<file path="config.mk">
export PLATFORM = sky130hd
export DESIGN_NAME = fetcher_flat
export DESIGN_NICKNAME = d
export VERILOG_FILES = /design/src/rtl/fetcher_if.sv /design/src/rtl/fetcher.sv /design/src/flat_wrapper.sv
export SDC_FILE = /design/constraint.sdc
export NUM_CORES = 1
export LEC_CHECK = 0
export ABC_AREA = 0
export CAP_MARGIN = 20
export CORE_MARGIN = 5
export CORE_UTILIZATION = 49
export DETAILED_ROUTE_END_ITERATION = 12
export GPL_ROUTABILITY_DRIVEN = 0
export PLACE_DENSITY = 0.76
export SLEW_MARGIN = 10
export SYNTH_ARGS = -nofsm -noshare
export SYNTH_HDL_FRONTEND = slang
export SYNTH_SLANG_ARGS = --single-unit
</file>
<file path="constraint.sdc">
create_clock -name clk -period 2.6 [get_ports clk]
set_input_delay 0.26 -clock clk [delete_from_list [all_inputs] [get_ports clk]]
set_output_delay 0.26 -clock clk [all_outputs]
set_load 0.03 [all_outputs]
</file>
<file path="src/rtl/fetcher_if.sv">
// Fetch-stage bus bundle: instruction memory port, branch redirect and issuer handshake.
interface fetcher_if;
  logic        imemReq;
  logic [31:0] imemAddr;
  logic        imemAck;
  logic [31:0] imemData;
  logic        branchValid;
  logic [31:0] branchTarget;
  logic        readyOut;
  logic [31:0] dataOut;
  logic [31:0] pcOut;
  logic        triggerOut;
  logic        ackIn;

  // Fetcher side
  modport master (
    output imemReq, imemAddr, readyOut, dataOut, pcOut, triggerOut,
    input  imemAck, imemData, branchValid, branchTarget, ackIn
  );

  // Memory / issuer / branch-unit side
  modport slave (
    input  imemReq, imemAddr, readyOut, dataOut, pcOut, triggerOut,
    output imemAck, imemData, branchValid, branchTarget, ackIn
  );
endinterface

</file>
<file path="src/rtl/fetcher.sv">
// Instruction fetch stage: owns the PC, fetches over req/ack, buffers two words
// and presents the FIFO head to the issuer with a level-valid + toggle handshake.
module fetcher #(
  parameter logic [31:0] RESET_PC = 32'h0000_0000,
  parameter int unsigned PC_STEP  = 4
) (
  input logic clk,
  input logic reset,
  fetcher_if.master bus
);

  localparam logic [31:0] RESET_ADDR = RESET_PC & ~32'h3;
  localparam logic [31:0] STEP       = 32'(PC_STEP);

  typedef enum logic [1:0] {FETCH, STALL, DRAIN} state_t;

  typedef struct packed {
    logic [31:0] pc;
    logic [31:0] data;
  } fifoEntry_t;

  state_t      stateQ, stateD;
  logic        reqQ, reqD;
  logic [31:0] addrQ, addrD;
  logic [31:0] targetQ, targetD;
  fifoEntry_t  headQ, headD, tailQ, tailD;
  logic [1:0]  countQ, countD;
  logic        readyQ, readyD;
  logic [31:0] dataQ, dataD;
  logic [31:0] pcQ, pcD;
  logic        trigQ, trigD;
  logic        ackSeenQ, ackSeenD;

  logic        ackValid;
  logic        popEn;
  logic        pushEn;
  logic        newHead;
  logic [31:0] branchAddr;
  fifoEntry_t  incoming;

  assign bus.imemReq    = reqQ;
  assign bus.imemAddr   = addrQ;
  assign bus.readyOut   = readyQ;
  assign bus.dataOut    = dataQ;
  assign bus.pcOut      = pcQ;
  assign bus.triggerOut = trigQ;

  // State register
  always_ff @(posedge clk) begin
    if (reset) stateQ <= FETCH;
    else       stateQ <= stateD;
  end

  // Datapath and output registers
  always_ff @(posedge clk) begin
    if (reset) begin
      reqQ     <= 1'b0;
      addrQ    <= RESET_ADDR;
      targetQ  <= RESET_ADDR;
      headQ    <= '0;
      tailQ    <= '0;
      countQ   <= 2'd0;
      readyQ   <= 1'b0;
      dataQ    <= 32'h0;
      pcQ      <= 32'h0;
      trigQ    <= 1'b0;
      ackSeenQ <= 1'b0;
    end else begin
      reqQ     <= reqD;
      addrQ    <= addrD;
      targetQ  <= targetD;
      headQ    <= headD;
      tailQ    <= tailD;
      countQ   <= countD;
      readyQ   <= readyD;
      dataQ    <= dataD;
      pcQ      <= pcD;
      trigQ    <= trigD;
      ackSeenQ <= ackSeenD;
    end
  end

  // Next-state, FIFO update and presentation logic
  always_comb begin
    stateD   = stateQ;
    reqD     = reqQ;
    addrD    = addrQ;
    targetD  = targetQ;
    headD    = headQ;
    tailD    = tailQ;
    countD   = countQ;
    readyD   = readyQ;
    dataD    = dataQ;
    pcD      = pcQ;
    trigD    = trigQ;
    ackSeenD = bus.ackIn;
    newHead  = 1'b0;
    pushEn   = 1'b0;

    // An ack only counts against a request we actually have outstanding.
    ackValid   = bus.imemAck && reqQ;
    popEn      = (bus.ackIn != ackSeenQ) && (countQ != 2'd0);
    branchAddr = bus.branchTarget & ~32'h3;
    incoming   = {addrQ, bus.imemData};

    if (bus.branchValid) begin
      countD = 2'd0;
      readyD = 1'b0;
      if (stateQ == DRAIN && !ackValid) begin
        targetD = branchAddr;
      end else if (stateQ == FETCH && reqQ && !ackValid) begin
        stateD  = DRAIN;
        targetD = branchAddr;
      end else begin
        stateD = FETCH;
        reqD   = 1'b0;
        addrD  = branchAddr;
      end
    end else begin
      pushEn = ackValid && (stateQ == FETCH);

      case ({pushEn, popEn})
        2'b11: begin
          if (countQ == 2'd1) begin
            headD = incoming;
          end else begin
            headD = tailQ;
            tailD = incoming;
          end
          newHead = 1'b1;
        end
        2'b10: begin
          if (countQ == 2'd0) begin
            headD   = incoming;
            countD  = 2'd1;
            newHead = 1'b1;
          end else begin
            tailD  = incoming;
            countD = 2'd2;
          end
        end
        2'b01: begin
          headD  = tailQ;
          countD = countQ - 2'd1;
          if (countQ == 2'd2) newHead = 1'b1;
          else                readyD  = 1'b0;
        end
        default: ;
      endcase

      if (newHead) begin
        readyD = 1'b1;
        dataD  = headD.data;
        pcD    = headD.pc;
        trigD  = ~trigQ;
      end

      case (stateQ)
        FETCH: begin
          if (ackValid) begin
            reqD  = 1'b0;
            addrD = addrQ + STEP;
            if (countD == 2'd2) stateD = STALL;
          end else if (!reqQ) begin
            if (countD == 2'd2) stateD = STALL;
            else                reqD   = 1'b1;
          end
        end
        STALL: begin
          reqD = 1'b0;
          if (popEn) stateD = FETCH;
        end
        DRAIN: begin
          if (ackValid) begin
            reqD   = 1'b0;
            addrD  = targetQ;
            stateD = FETCH;
          end
        end
        default: stateD = FETCH;
      endcase
    end
  end

endmodule

</file>
<file path="src/flat_wrapper.sv">
// flat-port wrapper written by rule: the top's interface ports become plain ports
module fetcher_flat 
#(
  parameter logic [31:0] RESET_PC = 32'h0000_0000,
  parameter int unsigned PC_STEP  = 4
)
  (clk, reset, bus_imemReq, bus_imemAddr, bus_readyOut, bus_dataOut, bus_pcOut, bus_triggerOut, bus_imemAck, bus_imemData, bus_branchValid, bus_branchTarget, bus_ackIn);
  fetcher_if bus_i ();
  input logic clk;
  input logic reset;
  output wire logic [$bits(bus_i.imemReq)-1:0] bus_imemReq;
  output wire logic [$bits(bus_i.imemAddr)-1:0] bus_imemAddr;
  output wire logic [$bits(bus_i.readyOut)-1:0] bus_readyOut;
  output wire logic [$bits(bus_i.dataOut)-1:0] bus_dataOut;
  output wire logic [$bits(bus_i.pcOut)-1:0] bus_pcOut;
  output wire logic [$bits(bus_i.triggerOut)-1:0] bus_triggerOut;
  input wire logic [$bits(bus_i.imemAck)-1:0] bus_imemAck;
  input wire logic [$bits(bus_i.imemData)-1:0] bus_imemData;
  input wire logic [$bits(bus_i.branchValid)-1:0] bus_branchValid;
  input wire logic [$bits(bus_i.branchTarget)-1:0] bus_branchTarget;
  input wire logic [$bits(bus_i.ackIn)-1:0] bus_ackIn;
  assign bus_imemReq = bus_i.imemReq;
  assign bus_imemAddr = bus_i.imemAddr;
  assign bus_readyOut = bus_i.readyOut;
  assign bus_dataOut = bus_i.dataOut;
  assign bus_pcOut = bus_i.pcOut;
  assign bus_triggerOut = bus_i.triggerOut;
  assign bus_i.imemAck = bus_imemAck;
  assign bus_i.imemData = bus_imemData;
  assign bus_i.branchValid = bus_branchValid;
  assign bus_i.branchTarget = bus_branchTarget;
  assign bus_i.ackIn = bus_ackIn;
  fetcher #(.RESET_PC(RESET_PC), .PC_STEP(PC_STEP)) u_core (.clk(clk), .reset(reset), .bus(bus_i));
endmodule
</file>
Word level (Yosys, flattened, before mapping):

Index checks and enable logic that the tools add are counted.

* flip-flop bits (word level): 264
* word-level logic and storage cells: 100
* input bits: 69
* output and inout port bits: 99

* equality and inequality tests: 18
* add/subtract/negate cells: 2
* bitwise logic cells: 2
* reduce and logical (&&, ||, !) cells: 23
* multiplexer cells: 41

Operators with widths (count)
* $mux 64: 4
* $mux 32: 7
* $pmux 64 s3: 1
* $pmux 64 s2: 1
* $pmux 32 s2: 1
* $add 32x3->32 const B: 1
* $mux 2: 10
* $mux 1: 13
* $reduce_and 4->1: 3
* $eq 2x2->1 const B: 5
* $ne 2x2->1 const B: 5
* $ne 3x2->1 const B: 3
* $reduce_bool 2->1: 4
* $eq 2x1->1 const B: 3
* $logic_and 1x1->1: 6
* $pmux 1 s3: 2
* $pmux 2 s3: 1
* $reduce_and 2->1: 3
* $reduce_and 5->1: 1
* $logic_not 2->1: 2
* $ne 4x4->1 const B: 1
* $pmux 2 s2: 1
* $reduce_bool 4->1: 1
* $reduce_bool 3->1: 1
* other kinds (5): 6

Depth between registers and ports, before layout:

Gate-level depths: netlist (run 1).

* depth after elaboration: 11
* depth in mapped cells: 12

Least setup slack after synthesis (run 1):

Ideal clock, no wire load.

* path type: flip-flop to flip-flop
* start point: register u_core.countQ[0]
* end point: register u_core.tailQ[0] (netlist name)
* setup slack: 77 ps
* cell stages (with the launch flop): 13
* period minus slack after synthesis: 2523 ps
* arrival: 2391 ps
* cells stage by stage: dfxtp_1 inv_1 ha_1 nor2_1 inv_1 ha_1 a22o_1 clkbuf_1 or3_1 clkbuf_1 clkbuf_1 nand2_1 a21oi_1

* longest elaborated chain between the ends: 5
* elaborated cells between the ends (all ways): 11

Ends and longest elaborated chain
* start: declaration: line fetcher.sv:27 `logic [1:0] countQ, countD;`
* start signal: assignment: line fetcher.sv:74 `countQ <= countD;`
* $reduce_bool 2->1: line fetcher.sv:102 `popEn = (bus.ackIn != ackSeenQ) && (countQ != 2'd0);`
* $logic_and 1x1->1: line fetcher.sv:102
* $eq 2x2->1: line fetcher.sv:122 `case ({pushEn, popEn})`
* $ne 2x2->1 (no source line) or $reduce_bool 2->1 (tied branches)
* $reduce_and 4->1 (no source line)
* end signal: assignment: line fetcher.sv:73 `tailQ <= tailD;`
* end: declaration: line fetcher.sv:26 `fifoEntry_t headQ, headD, tailQ, tailD;`

Parallel ways exist; a longest one is shown, timed or not.
A chain may end at the register's enable or synchronous reset.

Worst setup path after layout (run 1):

* start point: register u_core.stateQ[0]
* end point: register u_core.tailQ[1] (netlist name)

* longest elaborated chain between the ends: 5
* elaborated cells between the ends (all ways): 9

Ends and longest elaborated chain
* start: declaration: line fetcher.sv:22 `state_t stateQ, stateD;`
* start signal: assignment: line fetcher.sv:51 `else stateQ <= stateD;`
* $logic_not 2->1 (*): line fetcher.sv:120 `pushEn = ackValid && (stateQ == FETCH);`
* $logic_and 1x1->1 (*): line fetcher.sv:120
* $eq 2x2->1: line fetcher.sv:122
* $ne 2x2->1 (no source line) or $reduce_bool 2->1 (tied branches)
* $reduce_and 4->1 (no source line)

Mark *: on every way between the ends. The rest lies on a longest branch, timed or not.

==> results of run 1 <==
==> per-layer routing <==
layer	vias to the layer above	share of wire, %
met5	-	0
met2	526	46
met3	73	8.3
li1	5468	-
met1	5422	43
met4	0	1.9
==> kinds of logic after synthesis <==
family,after synthesis
simple gates,561
flops,258
compound gates,474
xor+xnor,7
other cells,1
mux,3
buf+inv,151
fa+ha+maj,11
==> cell usage in the layout (no fill, tap or decap), types with 5 or more instances in the layout <==
cell type        Yosys  final
nor2_1             107    103
ha_1                11      9
o21ai_1              1      5
clkbuf_8             0     11
clkdlybuf4s50_1      0    161
xnor2_1              6      6
o211ai_1            14     14
a21oi_1            195    189
dfxtp_1            258    257
nor2b_1              8      7
nand2_1            287    287
nand2b_1            11     10
buf_12               0     14
nor4_1               6      6
nand4_1              7      7
nand3_1             16     16
inv_1               16     16
buf_4                2     75
a21oi_2              0      6
a211oi_1            70     66
a2111oi_0            6      6
o21ai_0             83     79
clkbuf_16            0     31
a22o_1              63     62
nor3_1              85     84
==> layout make-up <==
class | count | area (µm²) | share of cell area (%)
clock buffers | 41 | 838.3 | 5.594
clock inverters | 5 | 81.33 | 0.5427
inverters | 16 | 60.06 | 0.4008
multi-input cells | 1058 | 5836 | 38.94
flip-flops and latches | 258 | 5166 | 34.47
well taps | 319 | 399.1 | 2.663
repair buffers | 259 | 2605 | 17.38
==> final timing paths <==
| check | end | slack [ns] | depth (start not counted) |
|---|---|---|---|
| worst max-delay path | u_core.tailQ[1] | 0.06 | 13 |
| worst min-delay path | u_core.tailQ[52] | 0.12 | 2 |
| worst max register to register | u_core.tailQ[1] | 0.06 | 13 |
| worst min register to register | u_core.tailQ[38] | 0.45 | 2 |
==> repair_timing <==
action / 4_1_cts / 5_1_grt
pin swaps: 0 / 3
gates resized for setup: 1 / 22
endpoints found under the setup margin: 2 / 151
setup buffers: 0 / 2
cloned: 0 / 5
==> sequential cells by signal (all words and copies together) (netlist names) <==
register	count
u_core.bus.pcOut	32
u_core.bus.dataOut	32
u_core.countQ	2
u_core.targetQ	30
u_core.headQ	64
u_core.stateQ	2
u_core.bus.imemReq	1
u_core.ackSeenQ	1
u_core.tailQ	62
u_core.bus.triggerOut	1
u_core.bus.readyOut	1
u_core.bus.imemAddr	30
==> power breakdown <==
part | leakage, nW | internal [mW] | total [mW] | switching [mW]
sequential | 2.09 | 4.06 | 4.19 | 0.127
clock | 0.452 | 2.40 | 3.97 | 1.57
combinational | 2.65 | 0.486 | 1.23 | 0.748
==> worst reg2reg max path: cells and delay by family, from the launching register on <==
kind                       cells  cell delay, ns
AOI/OAI and AO/OA              2            0.44
buffers and inverters          6            0.89
DFF                            1            0.34
adders and majority gates      2            0.42
and+or+nand+nor                3            0.38
==> per-stage QoR <==
stage                     total power, mW  util (%)
after floorplan                     4.915         -
final                               9.397     64.42
after CTS                           9.391     63.57
after global routing                9.729     64.42
after detailed placement            5.457     59.59
after global placement              5.438     59.59
==> flow_metrics.py, run 1 <==
metrics = {
    "clock_network": {
        "htreeDepth": 1,
        "cts_sinks": 258,
        "clkTransAtPathRegs_ns": 0.06,
        "ctsLongestPathBuffers": 3,
        "ctsHoldBuffers": 0,
        "cts_buffers": 27,
        "clk-insertion-delay-late_ns": 0.54,
        "tritoncts": "done",
        "cts_root_buf": "clkbuf_16",
    },
    "detailed_routing": {
        "viasPerCell": 5.874,
        "drtIter0Drc": 1010,
        "ant_nets": 0,
        "routed_wl_mm": 34.80,
        "first_pass_iters": 5,
        "vias": 11490,
        "drc": 0,
        "wire_per_inst_um": 17.79,
    },
    "floorplanning": {
        "fp.dieArea_um2": 26550,
        "start_util_pct": 49.27,
        "die-width_um": 162.9,
        "die_y_um": 162.9,
        "core-area_um2": 23260,
        "pin_count": 168,
        "rows": 56,
    },
    "sta": {
        "tightest_slew_ns": 0.8265,
        "fin_skew_ns": 0.01171,
        "setup_viol": 0,
        "period_share_pct": 97.54,
        "hold_viol_final": 0,
        "maxSlewViolCount": 0,
        "final.min_clock_period_ns": 2.536,
        "fmax_mhz": 394.3,
        "finalWorstSetupSlack_ns": 0.06400,
        "rsz0062_at_grt": "yes",
        "hold_ws_ns": 0.1221,
        "slew_headroom_pct": 44.85,
        "setup_tns_ns": 0,
    },
    "worst_setup_path": {
        "crit_path_frequent_cell": "buf_4",
        "crit_type": "reg2reg",
        "reg2reg_from": "u_core.stateQ[0]",
        "required_ns": 3.06,
        "cpLargestDelayFamily": "buffers and inverters",
        "arrival_ns": 3.00,
        "cp.buffers_inverters": 6,
        "crit_chain": "inv_1 > ha_1 > nand3_1 > inv_1 > buf_4 > ha_1 > a22o_2 > buf_4 > nor3_4 > buf_4 > buf_6 > nand2_1 > a21oi_1",
        "worst_setup_path_start_kind": "flip-flop",
        "crit_start": "u_core.stateQ[0]",
        "cp-end-kind": "flip-flop",
        "cp_max_fo": 16,
        "max_stage_delay_ns": 0.34,
        "slowest_stage": "dfxtp_1",
    },
    "finish": {
        "fill_cells": 2018,
        "num_antenna_cells": 0,
        "synthToLayoutAreaGrowth_pct": 30.74,
        "fin_nets": 1700,
        "drive_gt1_share_pct": 10.93,
        "stdcell_count": 1956,
        "finalInstanceArea_um2": 14990,
    },
    "synth": {
        "ys_seq_area_share_pct": 45.06,
        "synthAdderAreaFrac_pct": 1.201,
        "netlist_area_um2": 11460,
        "synthCells": 1466,
        "syn_area_per_cell_um2": 7.819,
        "synth_compound_area_share_pct": 25.99,
        "synth.distinct_cells": 65,
        "synth_xor_area_share_pct": 0.5349,
        "synth_seq_cells": 258,
        "ys.flop_type": "dfxtp_1",
        "yosys.area.top_type_share_pct": 45.06,
        "yosysMostFrequentCell": "nand2_1",
        "async_flop_share_pct": 0,
        "yosys.area_share.simple_pct": 21.72,
        "yosys.area.top_type": "dfxtp_1",
        "synth_top_family_by_area": "compound AO/OA/AOI/OAI gates",
        "synth_edf_count": 0,
        "synth.top_cells.by_area": "dfxtp_1, nand2_1, a21oi_1",
        "synthMuxAreaShare_pct": 0.2729,
        "yosys-top-cells-count": "nand2_1, dfxtp_1, a21oi_1",
        "synth_warnings": 0,
    },
    "placement": {
        "portBuffers": 163,
        "preCtsSetupSlack_ns": -0.2013,
        "dpl.cell_count": 1903,
        "post_dp_cell_area_um2": 13860,
        "post-dp-hpwl_mm": 21.32,
    },
    "hold_path": {
        "hp-class": "in2reg",
        "hp-start": "reset",
    },
    "pwr": {
        "peakVddDrop_v": 0.0004801,
        "p_leak_nw": 5.188,
        "powerDensity_nw_per_um2": 627.1,
    },
    "global_route": {
        "grt_pass1_vias": 10910,
        "grt_max_degree": 105,
        "track_usage_pct": 23.99,
        "grt_pass1_wl_mm": 54.09,
        "grt_use_met1_pct": 33.37,
        "met3_usage_pct": 3.645,
        "grt_busiest_layer": "met2",
        "grt_overflow_total": 0,
        "met2_usage_pct": 38.72,
        "antenna_found_initial": 0,
    },
    "flow_run": {
        "cap_viol_max_count": 0,
    },
    "status": {
        "outcome": "finished, final reports clean",
    },
}
Note: power is estimated with default switching activity, not from simulation.
==> run 2: changes to the inputs <==
--- a/config.mk
+++ b/config.mk
@@ -7,10 +7,11 @@
 export LEC_CHECK = 0
 export ABC_AREA = 0
 export CAP_MARGIN = 20
-export CORE_MARGIN = 5
+export CORE_MARGIN = 2
 export CORE_UTILIZATION = 49
 export DETAILED_ROUTE_END_ITERATION = 12
 export GPL_ROUTABILITY_DRIVEN = 0
+export HOLD_SLACK_MARGIN = 0.05
 export PLACE_DENSITY = 0.76
 export SLEW_MARGIN = 10
 export SYNTH_ARGS = -nofsm -noshare
==> flow_metrics.py, run 2 (synthesized netlist as in run 1, its figures left out) <==
metrics = {
    "status": {
        "outcome": "finished, final reports clean",
    },
    "placement": {
        "portBuffers": 163,
        "post-dp-hpwl_mm": 20.83,
        "post_dp_cell_area_um2": 13820,
    },
    "worst_setup_path": {
        "cp_max_fo": 16,
        "slowest_stage": "dfxtp_2",
        "required_ns": 3.06,
        "crit_start": "u_core.stateQ[1]",
        "crit_type": "reg2reg",
        "max_stage_delay_ns": 0.35,
        "reg2reg_from": "u_core.stateQ[1]",
        "crit_chain": "inv_1 > ha_1 > nand3_1 > inv_1 > buf_4 > ha_1 > a22o_2 > buf_6 > nor3_4 > buf_12 > buf_6 > nand2_1 > a21oi_1",
        "cp-end-kind": "flip-flop",
        "worst_setup_path_start_kind": "flip-flop",
        "arrival_ns": 2.96,
    },
    "detailed_routing": {
        "wire_per_inst_um": 17.40,
        "viasPerCell": 5.857,
        "vias": 11440,
        "drc": 0,
        "drtIter0Drc": 899,
        "first_pass_iters": 5,
        "routed_wl_mm": 33.99,
        "ant_nets": 0,
    },
    "hold_path": {
        "hp-start": "reset",
        "hp-class": "in2reg",
    },
    "sta": {
        "slew_headroom_pct": 35.69,
        "period_share_pct": 96.31,
        "fmax_mhz": 399.4,
        "hold_viol_final": 0,
        "tightest_slew_ns": 0.9647,
        "fin_skew_ns": 0.01101,
        "maxSlewViolCount": 0,
        "setup_viol": 0,
        "final.min_clock_period_ns": 2.504,
        "setup_tns_ns": 0,
    },
    "clock_network": {
        "ctsHoldBuffers": 0,
        "ctsLongestPathBuffers": 3,
        "cts_root_buf": "clkbuf_16",
        "htreeDepth": 1,
        "clk-insertion-delay-late_ns": 0.54,
        "tritoncts": "done",
        "clkTransAtPathRegs_ns": 0.06,
        "cts_buffers": 27,
        "cts_sinks": 258,
    },
    "flow_run": {
        "cap_viol_max_count": 0,
    },
    "floorplanning": {
        "die_y_um": 156.9,
        "core-area_um2": 22780,
        "start_util_pct": 50.32,
        "pin_count": 168,
        "rows": 55,
        "fp.dieArea_um2": 24630,
        "die-width_um": 156.9,
    },
    "global_route": {
        "antenna_found_initial": 0,
        "grt_overflow_total": 0,
        "grt_pass1_vias": 10600,
        "track_usage_pct": 26.00,
        "grt_pass1_wl_mm": 53.03,
        "grt_max_degree": 88,
    },
    "finish": {
        "num_antenna_cells": 0,
        "largest_reg_flops": 64,
        "top_register": "u_core.headQ",
        "mostFrequentLayoutCell": "nand2_1",
        "finalInstanceArea_um2": 14960,
        "top_regs": "u_core.headQ: 64 flops, u_core.tailQ: 62 flops",
        "synthToLayoutAreaGrowth_pct": 30.49,
        "fin_nets": 1702,
        "drive_gt1_share_pct": 11.22,
        "mostFrequentLayoutCells": "nand2_1, dfxtp_1, a21oi_1",
    },
    "pwr": {
        "peakVddDrop_v": 0.0005045,
        "powerDensity_nw_per_um2": 627.0,
        "finalPower_mw": 9.378,
        "p_leak_nw": 5.168,
    },
}
-- run 2: through the flow --
stage / std cells / setup WS (ns) / hold slack (ns) / util (%)
3_5_place_dp: 1898 / -0.1922 / 0.4433 / 60.69
5_1_grt: 1953 / -0.05523 / 0.1113 / 65.66
3_3_place_gp: 1898 / -0.1241 / 0.4377 / 60.69
6_report: 1953 / 0.09605 / 0.09578 / 65.66
4_1_cts: 1945 / 0.0009621 / 0.07380 / 64.67
2_1_floorplan: 1467 / 0.07691 / 0.3882 / -
-- run 2: critical path: cells and delay by family, from the launching register on --
family	cells	cell delay, ns
buffers and inverters	6	0.78
AND/OR/NAND/NOR	3	0.45
AO/OA/AOI/OAI	2	0.44
adder cells (fa/ha/maj)	2	0.40
flip-flops	1	0.35
-- run 2: area by class of cell --
cell class | count | area (µm²)
clock inverters | 13 | 175.2
clock buffers | 34 | 732.0
fillers | 1940 | 7821
repair buffers | 261 | 2589
multi-input cells | 1058 | 5841
well taps | 313 | 391.6
flip-flops and latches | 258 | 5169
inverters | 16 | 60.06
-- run 2: repair_timing --
action	in CTS	in global routing
resized for setup	0	29
buffers inserted	0	4
setup endpoints to repair	0	197
-- run 2: worst paths after layout --
check	to	slack, ns	cells past startpoint
hold / removal	u_core.tailQ[50]	0.1	2
setup reg to reg	u_core.tailQ[16]	0.1	13
setup / recovery	u_core.tailQ[16]	0.1	13
hold reg to reg	u_core.tailQ[60]	0.45	2
-- run 2: metal layers --
layer  vias to the layer above  part of all wire (%)  global-route usage [%]
met1                      5451                    44                   35.60
met3                        70                   7.3                   3.634
met4                         0                   2.6                   8.869
met2                       442                    46                   42.21
li1                       5476                     -                       -
met5                         -                     0                       0
-- run 2: power by group --
part / total [mW] / internal, mW / switching (mW)
Clock: 3.97 / 2.39 / 1.58
Combinational: 1.22 / 0.475 / 0.741
Sequential: 4.19 / 4.06 / 0.128
